===== config.mk =====
export PLATFORM = sky130hd
export DESIGN_NAME = divide_shift_sub
export DESIGN_NICKNAME = d
export VERILOG_FILES = /design/src/rtl/divide_pkg.sv /design/src/rtl/divide_step.sv /design/src/rtl/divide_shift_sub.sv
export SDC_FILE = /design/constraint.sdc
export NUM_CORES = 1
export LEC_CHECK = 0
export BUFFER_PORTS_ARGS = -buffer_cell sky130_fd_sc_hd__buf_2
export CORE_UTILIZATION = 60
export DETAILED_ROUTE_END_ITERATION = 6
export PLACE_DENSITY = 0.83
export SYNTH_ARGS = -nofsm -noshare
export SYNTH_HDL_FRONTEND = slang
export SYNTH_HIERARCHICAL = 1
export SYNTH_SLANG_ARGS = --single-unit

===== constraint.sdc =====
create_clock -name clk -period 6.4 [get_ports clk]
set_clock_uncertainty 0.2 [all_clocks]
set_input_delay 0.32 -clock clk [delete_from_list [all_inputs] [get_ports clk]]
set_output_delay 0.32 -clock clk [all_outputs]
set_load 0.005 [all_outputs]

===== src/rtl/divide_pkg.sv =====
// Shared definitions for the shift-subtract divider: FSM states and default width.
package divide_pkg;

  localparam int DIV_N = 4;

  typedef enum logic [1:0] {
    IDLE = 2'd0,
    CALC = 2'd1,
    DONE = 2'd2
  } state_t;

endpackage


===== src/rtl/divide_step.sv =====
// One restoring-division step: shift in the next dividend bit, then compare-subtract.
module divide_step
  import divide_pkg::*;
#(
  parameter int N = DIV_N
) (
  input  logic [N:0]   rem,
  input  logic         bit_in,
  input  logic [N-1:0] divisor,
  output logic [N:0]   rem_next,
  output logic         q_bit
);

  logic [N:0] shifted;

  // A set top bit means the shifted value exceeds N+1 bits, so it is larger
  // than any divisor; the modular subtraction below still yields the right remainder.
  assign shifted  = {rem[N-1:0], bit_in};
  assign q_bit    = rem[N] | (shifted >= {1'b0, divisor});
  assign rem_next = q_bit ? (shifted - {1'b0, divisor}) : shifted;

endmodule


===== src/rtl/divide_shift_sub.sv =====
// Sequential restoring divider: 2N-bit dividend by N-bit divisor, one quotient bit per cycle.
module divide_shift_sub
  import divide_pkg::*;
#(
  parameter int N = DIV_N
) (
  input  logic           clk,
  input  logic           rst,
  input  logic           start,
  input  logic [2*N-1:0] Z,
  input  logic [N-1:0]   B,
  output logic           busy,
  output logic           done,
  output logic [N-1:0]   Q,
  output logic [N-1:0]   R,
  output logic           err
);

  localparam int CW = (N > 1) ? $clog2(N) : 1;

  state_t        state;
  logic [N:0]    rem;
  logic [N-1:0]  z_lo;
  logic [N-1:0]  divisor;
  logic [N-1:0]  q_acc;
  logic [CW-1:0] cnt;

  logic [N:0]    rem_next;
  logic          q_bit;
  logic [N-1:0]  q_next;

  divide_step #(.N(N)) u_step (
    .rem      (rem),
    .bit_in   (z_lo[cnt]),
    .divisor  (divisor),
    .rem_next (rem_next),
    .q_bit    (q_bit)
  );

  always_comb begin
    q_next      = q_acc;
    q_next[cnt] = q_bit;
  end

  always_ff @(posedge clk) begin
    if (rst) begin
      state   <= IDLE;
      busy    <= 1'b0;
      done    <= 1'b0;
      Q       <= '0;
      R       <= '0;
      err     <= 1'b0;
      rem     <= '0;
      z_lo    <= '0;
      divisor <= '0;
      q_acc   <= '0;
      cnt     <= '0;
    end else begin
      case (state)
        IDLE: begin
          done <= 1'b0;
          if (start) begin
            z_lo    <= Z[N-1:0];
            divisor <= B;
            busy    <= 1'b1;
            // A high half not below the divisor means divide-by-zero or a quotient wider than N bits.
            if (Z[2*N-1:N] >= B) begin
              Q     <= '1;
              R     <= '0;
              err   <= 1'b1;
              done  <= 1'b1;
              state <= DONE;
            end else begin
              rem   <= {1'b0, Z[2*N-1:N]};
              cnt   <= CW'(N - 1);
              q_acc <= '0;
              state <= CALC;
            end
          end
        end
        CALC: begin
          rem   <= rem_next;
          q_acc <= q_next;
          if (cnt == '0) begin
            Q     <= q_next;
            R     <= rem_next[N-1:0];
            err   <= 1'b0;
            done  <= 1'b1;
            state <= DONE;
          end else begin
            cnt <= cnt - 1'b1;
          end
        end
        DONE: begin
          done  <= 1'b0;
          busy  <= 1'b0;
          state <= IDLE;
        end
        default: begin
          done  <= 1'b0;
          busy  <= 1'b0;
          state <= IDLE;
        end
      endcase
    end
  end

endmodule


# After elaboration in Yosys (flattened, before gate mapping)
# Index checks and enable logic that the tools add are counted.
dict set report totals {
  ramBits 0
  reg_bits 32
  romBits 0
  inputBits 15
  latchBits 0
  wordCells 73
  n_memories 0
}
dict set report classes {
  addsub 2
  bitwise 2
  div_mod_pow 0
  eq_ne 6
  muxes 38
  n_shift 0
  order_cmp 4
  n_reduce_logical 10
  n_mul 0
}
# operator count
set op_table {}
lappend op_table {{4-bit 2-to-1 mux} 8}
lappend op_table {{4-bit one-hot mux with 2 select lines} 3}
lappend op_table {{5-bit 2-to-1 mux} 3}
lappend op_table {{2-bit 2-to-1 mux} 6}
lappend op_table {{2-bit inequality test, second input constant} 5}
lappend op_table {{5-bit one-hot mux with 2 select lines} 1}
lappend op_table {{1-bit 2-to-1 mux} 9}
lappend op_table {{2-bit one-hot mux with 2 select lines} 2}
lappend op_table {{4-bit AND reduction} 2}
lappend op_table {{1-bit one-hot mux with 2 select lines} 3}
lappend op_table {{2-bit AND reduction} 3}
lappend op_table {{5-bit by 4-bit greater-or-equal comparator with 1-bit output} 1}
lappend op_table {{5-bit by 4-bit subtractor with 5-bit output} 1}
lappend op_table {{4-bit bitwise mux} 1}
lappend op_table {{4-bit greater-or-equal comparator} 1}
lappend op_table {{2-bit zero test} 2}
lappend op_table {{2-bit by 3-bit less-than comparator with 1-bit output, second input constant} 1}
lappend op_table {{3-bit AND reduction} 1}
lappend op_table {{1-bit binary-select mux with 2-bit select} 1}
lappend op_table {{1-bit demux with 2-bit select} 1}
lappend op_table {{2-bit by 1-bit equality test with 1-bit output, second input constant} 1}
lappend op_table {{2-bit by 1-bit greater-or-equal comparator with 1-bit output, second input constant} 1}
lappend op_table {{2-bit nonzero test} 1}
lappend op_table {{2-bit by 1-bit subtractor with 2-bit output, second input constant} 1}
lappend op_table {{other kinds (3)} 3}

# Logic depth before layout (Yosys ltp)
dict set report logic_depth {
  ltp_word 7
  mapped_depth 10
  depth_no_buf 10
}

# Cells and area by module
# The synthesis kept the hierarchy.
# module area_each_um2 instances cells_per_inst seq_area_each_um2
set by_module_without_submodules {}
lappend by_module_without_submodules {divide_shift_sub 1467.7 1 157 620.6}
lappend by_module_without_submodules {divide_step 260.2 1 32 0.0}

# Worst setup path before layout
# Ideal clock, no wire load.
dict set report synth_timing {
  path_kind {reg2reg}
  start {register cnt[0]}
  end {register rem[2]}
  setup_time_ps 123
  synth_period_minus_slack_ps 2952
  n_path_buf 0
  arrival_ps 2629
  path_slack_ps 3448
  path_stages_with_launch 11
  cell_sequence {dfxtp_1 -> mux4_2 -> inv_1 -> ha_1 -> a41o_1 -> or3_4 -> nor2_8 -> mux2_4 -> mux2i_1 -> nor2_1 -> mux2_1}
}
dict set report synth_via {
  elab_chain_cells 6
  elab_cells_between_ends 7
}
# element line_no
set synth_rtl {}
lappend synth_rtl {{start: declaration} divide_shift_sub.sv:26} ;# logic [CW-1:0] cnt;
lappend synth_rtl {{start signal: assignment} divide_shift_sub.sv:75} ;# cnt <= CW'(N - 1);
lappend synth_rtl {{start signal: assignment} divide_shift_sub.sv:91} ;# cnt <= cnt - 1'b1;
lappend synth_rtl {{1-bit binary-select mux with 2-bit select *} divide_shift_sub.sv:34} ;# .bit_in (z_lo[cnt]),
lappend synth_rtl {{1-bit 2-to-1 mux (implied by the code) *} divide_shift_sub.sv:34}
lappend synth_rtl {{5-bit by 4-bit greater-or-equal comparator with 1-bit output} divide_step.sv:19} ;# assign q_bit = rem[N] | (shifted >= {1'b0, divisor});
lappend synth_rtl {{1-bit bitwise OR} divide_step.sv:19}
lappend synth_rtl {{5-bit 2-to-1 mux *} divide_step.sv:20} ;# assign rem_next = q_bit ? (shifted - {1'b0, divisor}) : shifted;
lappend synth_rtl {{named net rem_next[2]} divide_shift_sub.sv:28} ;# logic [N:0] rem_next;
lappend synth_rtl {{5-bit one-hot mux with 2 select lines *} divide_shift_sub.sv:59} ;# case (state)
lappend synth_rtl {{end signal: assignment} divide_shift_sub.sv:74} ;# rem <= {1'b0, Z[2*N-1:N]};
lappend synth_rtl {{end signal: assignment} divide_shift_sub.sv:82} ;# rem <= rem_next;
lappend synth_rtl {{end: declaration} divide_shift_sub.sv:22} ;# logic [N:0] rem;
# The timed path passes the listed nets; every way through them passes the cells marked *. The select of a mux whose other input is x is not followed.
# A chain may end at the register's enable or synchronous reset.

# Final worst setup path
# Ends and elaborated chain as after synthesis.

==> key figures <==
Placement
  • DP HPWL: 2.76 mm
  • Pre-CTS worst setup slack: 3.26 ns
  • Dpl cells: 239
  • Port Buffer Count: 25
  • Gp weighted congestion: between 0.8 and 0.9

Drt
  • Drc violations: 0
  • Vias: 1,450
  • DRT iter0 DRCs: 60
  • Vias per cell: 5.87
  • First drt pass iteration count: 4
  • Average wire per standard cell: approximately 15 um
  • ANT nets after route: 0
  • Post-Route WL: 3.68 mm

Yosys
  • Area contributors post-synth: dfxtp_1, ha_1, mux2i_1
  • Synth Instances: 189
  • Seq cells post-synth: 31
  • Largest area contributor in the netlist: dfxtp_1
  • Mapped cell area: between 1500 and 2000 um2
  • Netlist cell types: between 40 and 50
  • Sequential share of the synthesized area: 35.9%
  • Ys Warns: 6
  • Syn_area_per_cell: 9.14 um2
  • Share of the synthesized area in the top cell type: 35.9%
  • Syn_nets: between 200 and 250

Die
  • I/O pin total: 26
  • Die area: slightly above 3000 um2
  • Initial Utilization: between 60% and 70%
  • Row cnt: 19
  • Core box area: ~2700 um2
  • Die Y: 55.7 um
  • Die W: about 56 um

Setup path
  • Worst Path Max Fanout: 6
  • WP data required: 6.43 ns
  • Startpoint types: flip-flop
  • CP endpoint kind: flip-flop
  • Critical Path AT: approximately 3.2 ns
  • Crit path launch: cnt[0]
  • Crit Path Class: flip-flop to flip-flop
  • Reg2Reg Depth: 10
  • Reg2reg start: cnt[0]

Power and ir drop
  • Clock power share: approximately 27%
  • Int Pwr: around 400 uW
  • Leakage: roughly 0.00084 uW
  • Worst vdd ir: 276 uV
  • Logic pwr share: 33.5%
  • Switching fraction of total power: 33.0%
  • Pwr per Cell Area: between 300 and 400 nW/um2
  • Sw power: 195 uW
  • Seq pwr share: 39.1%

STA
  • Setup-failing EPs final: 0
  • Setup Total Neg Slack: 0 ns
  • Setup ws final: 3.24 ns
  • Unrepaired setup endpoints after global routing: no
  • Fin crit period: 3.16 ns
  • Hold WS: 0.00547 ns
  • Period utilization: between 40% and 50%
  • Final Hold Fails: 0
  • Max-slew violations: 0
  • Worst Tran Pin Value: 0.651 ns
  • Relative max-transition margin: a little under three fifths
  • FMAX: 316 MHz

Finish
  • Share of cells above drive strength 1: 22.7%
  • Nets: approximately 240
  • Area growth syn-to-layout: 13.0%
  • Area taken by multi-input logic gates: 1020 um2
  • Antenna diodes: 0
  • Post-Route Utilization: 71.4%
  • Reg area: 621 um2
  • Non-Filler Instances: 247
  • FILL cells: 194

Global route
  • Pin count of the biggest net entering global routing: 33
  • Vias in the first global route: 1,403
  • Grt total ovfl: 0
  • First-pass GRT wire length: 6.31 mm
  • Initial antenna violation count: 0
  • GRT Total Usage: between 20% and 30%

Clock tree
  • CTS max path bufs: 2
  • Hold-fix buffers at CTS: 0
  • TritonCTS buffer count: 5
  • Setup bufs post-CTS: 0
  • Clk slew on worst S/H paths: 0.10 ns
  • Worst-Skew Late Latency: between 0.3 and 0.4 ns
  • Clock sink count: 31
  • CTS tree: done
  • H-tree levels: 2
  • # resized after CTS: 0
  • Root Driver: clkbuf_4

Min path
  • Worst Hold Launch: Z[1]
  • Worst Hold Class: input pin to flip-flop
  • Hold Crit Depth: 3

Job
  • Max cap viols: 0

Run status
  • Status: finished clean
-- routing by layer --
metal | share of wire (%) | vias to the layer above | global-route usage (%)
li1 | - | 713 | -
met1 | 44 | 684 | 32.8
met2 | 48 | 47 | 42.3
met3 | 5.6 | 6 | 6.98
met4 | 2.2 | 0 | 13.9
met5 | 0 | - | 0
-- worst max-delay path, stage by stage, from the launching register on --
cell	delay, ns
dfxtp_1	0.46
mux4_2	0.53
inv_1	0.09
ha_1	0.26
a41o_1	0.21
or3_4	0.37
nor2_8	0.13
mux2_4	0.32
mux2i_1	0.14
nor2_1	0.05
mux2_1	0.29
-- synth_stat cells, drive strengths merged --
cell type,count
inv,14
or3b,3
a211oi,9
o31a,1
o211ai,4
nand2,24
fa,1
and2,1
nand2b,1
o21ai,3
a21oi,16
o21a,2
o21bai,1
buf,3
clkbuf,4
a31oi,1
or2b,1
nor2b,7
nor2,18
nand3,1
nor3b,1
a21o,1
or3,1
o211a,1
nor4b,1
dfxtp,31
a41o,1
or2,1
xnor2,1
mux4,1
mux2,5
nor3,4
ha,12
mux2i,10
a221oi,3
-- cell type report --
cell class / instances / share of cell area [%]
clock buffers: 6 / 2.63
clock inverters: 2 / 1.79
inverters: 14 / 2.69
multi-input cells: 137 / 52.3
flip-flops and latches: 31 / 31.8
well taps: 31 / 1.99
repair buffers: 26 / 6.79
-- registers in the layout (all words and copies together) (netlist names), 2 cells and up --
register	count
Q	4
cnt	2
rem	5
q_acc	3
state	2
z_lo	4
divisor	4
R	4
-- through the flow --
stage	power (uW)	instance area (um2)
4_1_cts	590	1950
3_3_place_gp	421	1870
2_1_floorplan	385	1730
5_1_grt	623	1950
3_5_place_dp	431	1870
6_report	591	1950
-- worst paths after layout --
kind / endpoint / slack (ns)
max: rem[2] / 3.24
min: z_lo[1] / 0.005
max reg2reg: rem[2] / 3.24
min reg2reg: err / 0.26
-- cells in the final DEF, fill, tap and decap left out, drive strengths merged, types with 2 or more instances in the layout --
cell type / instances
a211oi: 9
mux2: 5
dfxtp: 31
o21a: 2
nor2b: 7
clkbuf: 6
mux2i: 10
nor3: 4
a221oi: 3
ha: 12
or3b: 3
a21oi: 16
nor2: 18
o21ai: 3
o211ai: 4
inv: 14
buf: 26
nand2: 24
-- cell families after synthesis --
kind of cell / after synthesis / share of synthesized area [%]
and+or+nand+nor: 64 / 19.4
adders and majority gates: 13 / 9.85
muxes: 16 / 10.8
AOI/OAI and AO/OA: 43 / 18.6
DFF: 31 / 35.9
buffers and inverters: 21 / 4.92
xor gates and xnor gates: 1 / 0.507
-- power groups by stage --
stage / Combinational, uW / Clock [uW] / Sequential [uW]
finish: 198 / 162 / 231
global route: 218 / 171 / 234
CTS: 197 / 162 / 231
detailed placement: 196 / 0 / 235
global placement: 188 / 0 / 233
floorplan: 152 / 0 / 232
Note: power is estimated with default switching activity, not from simulation.
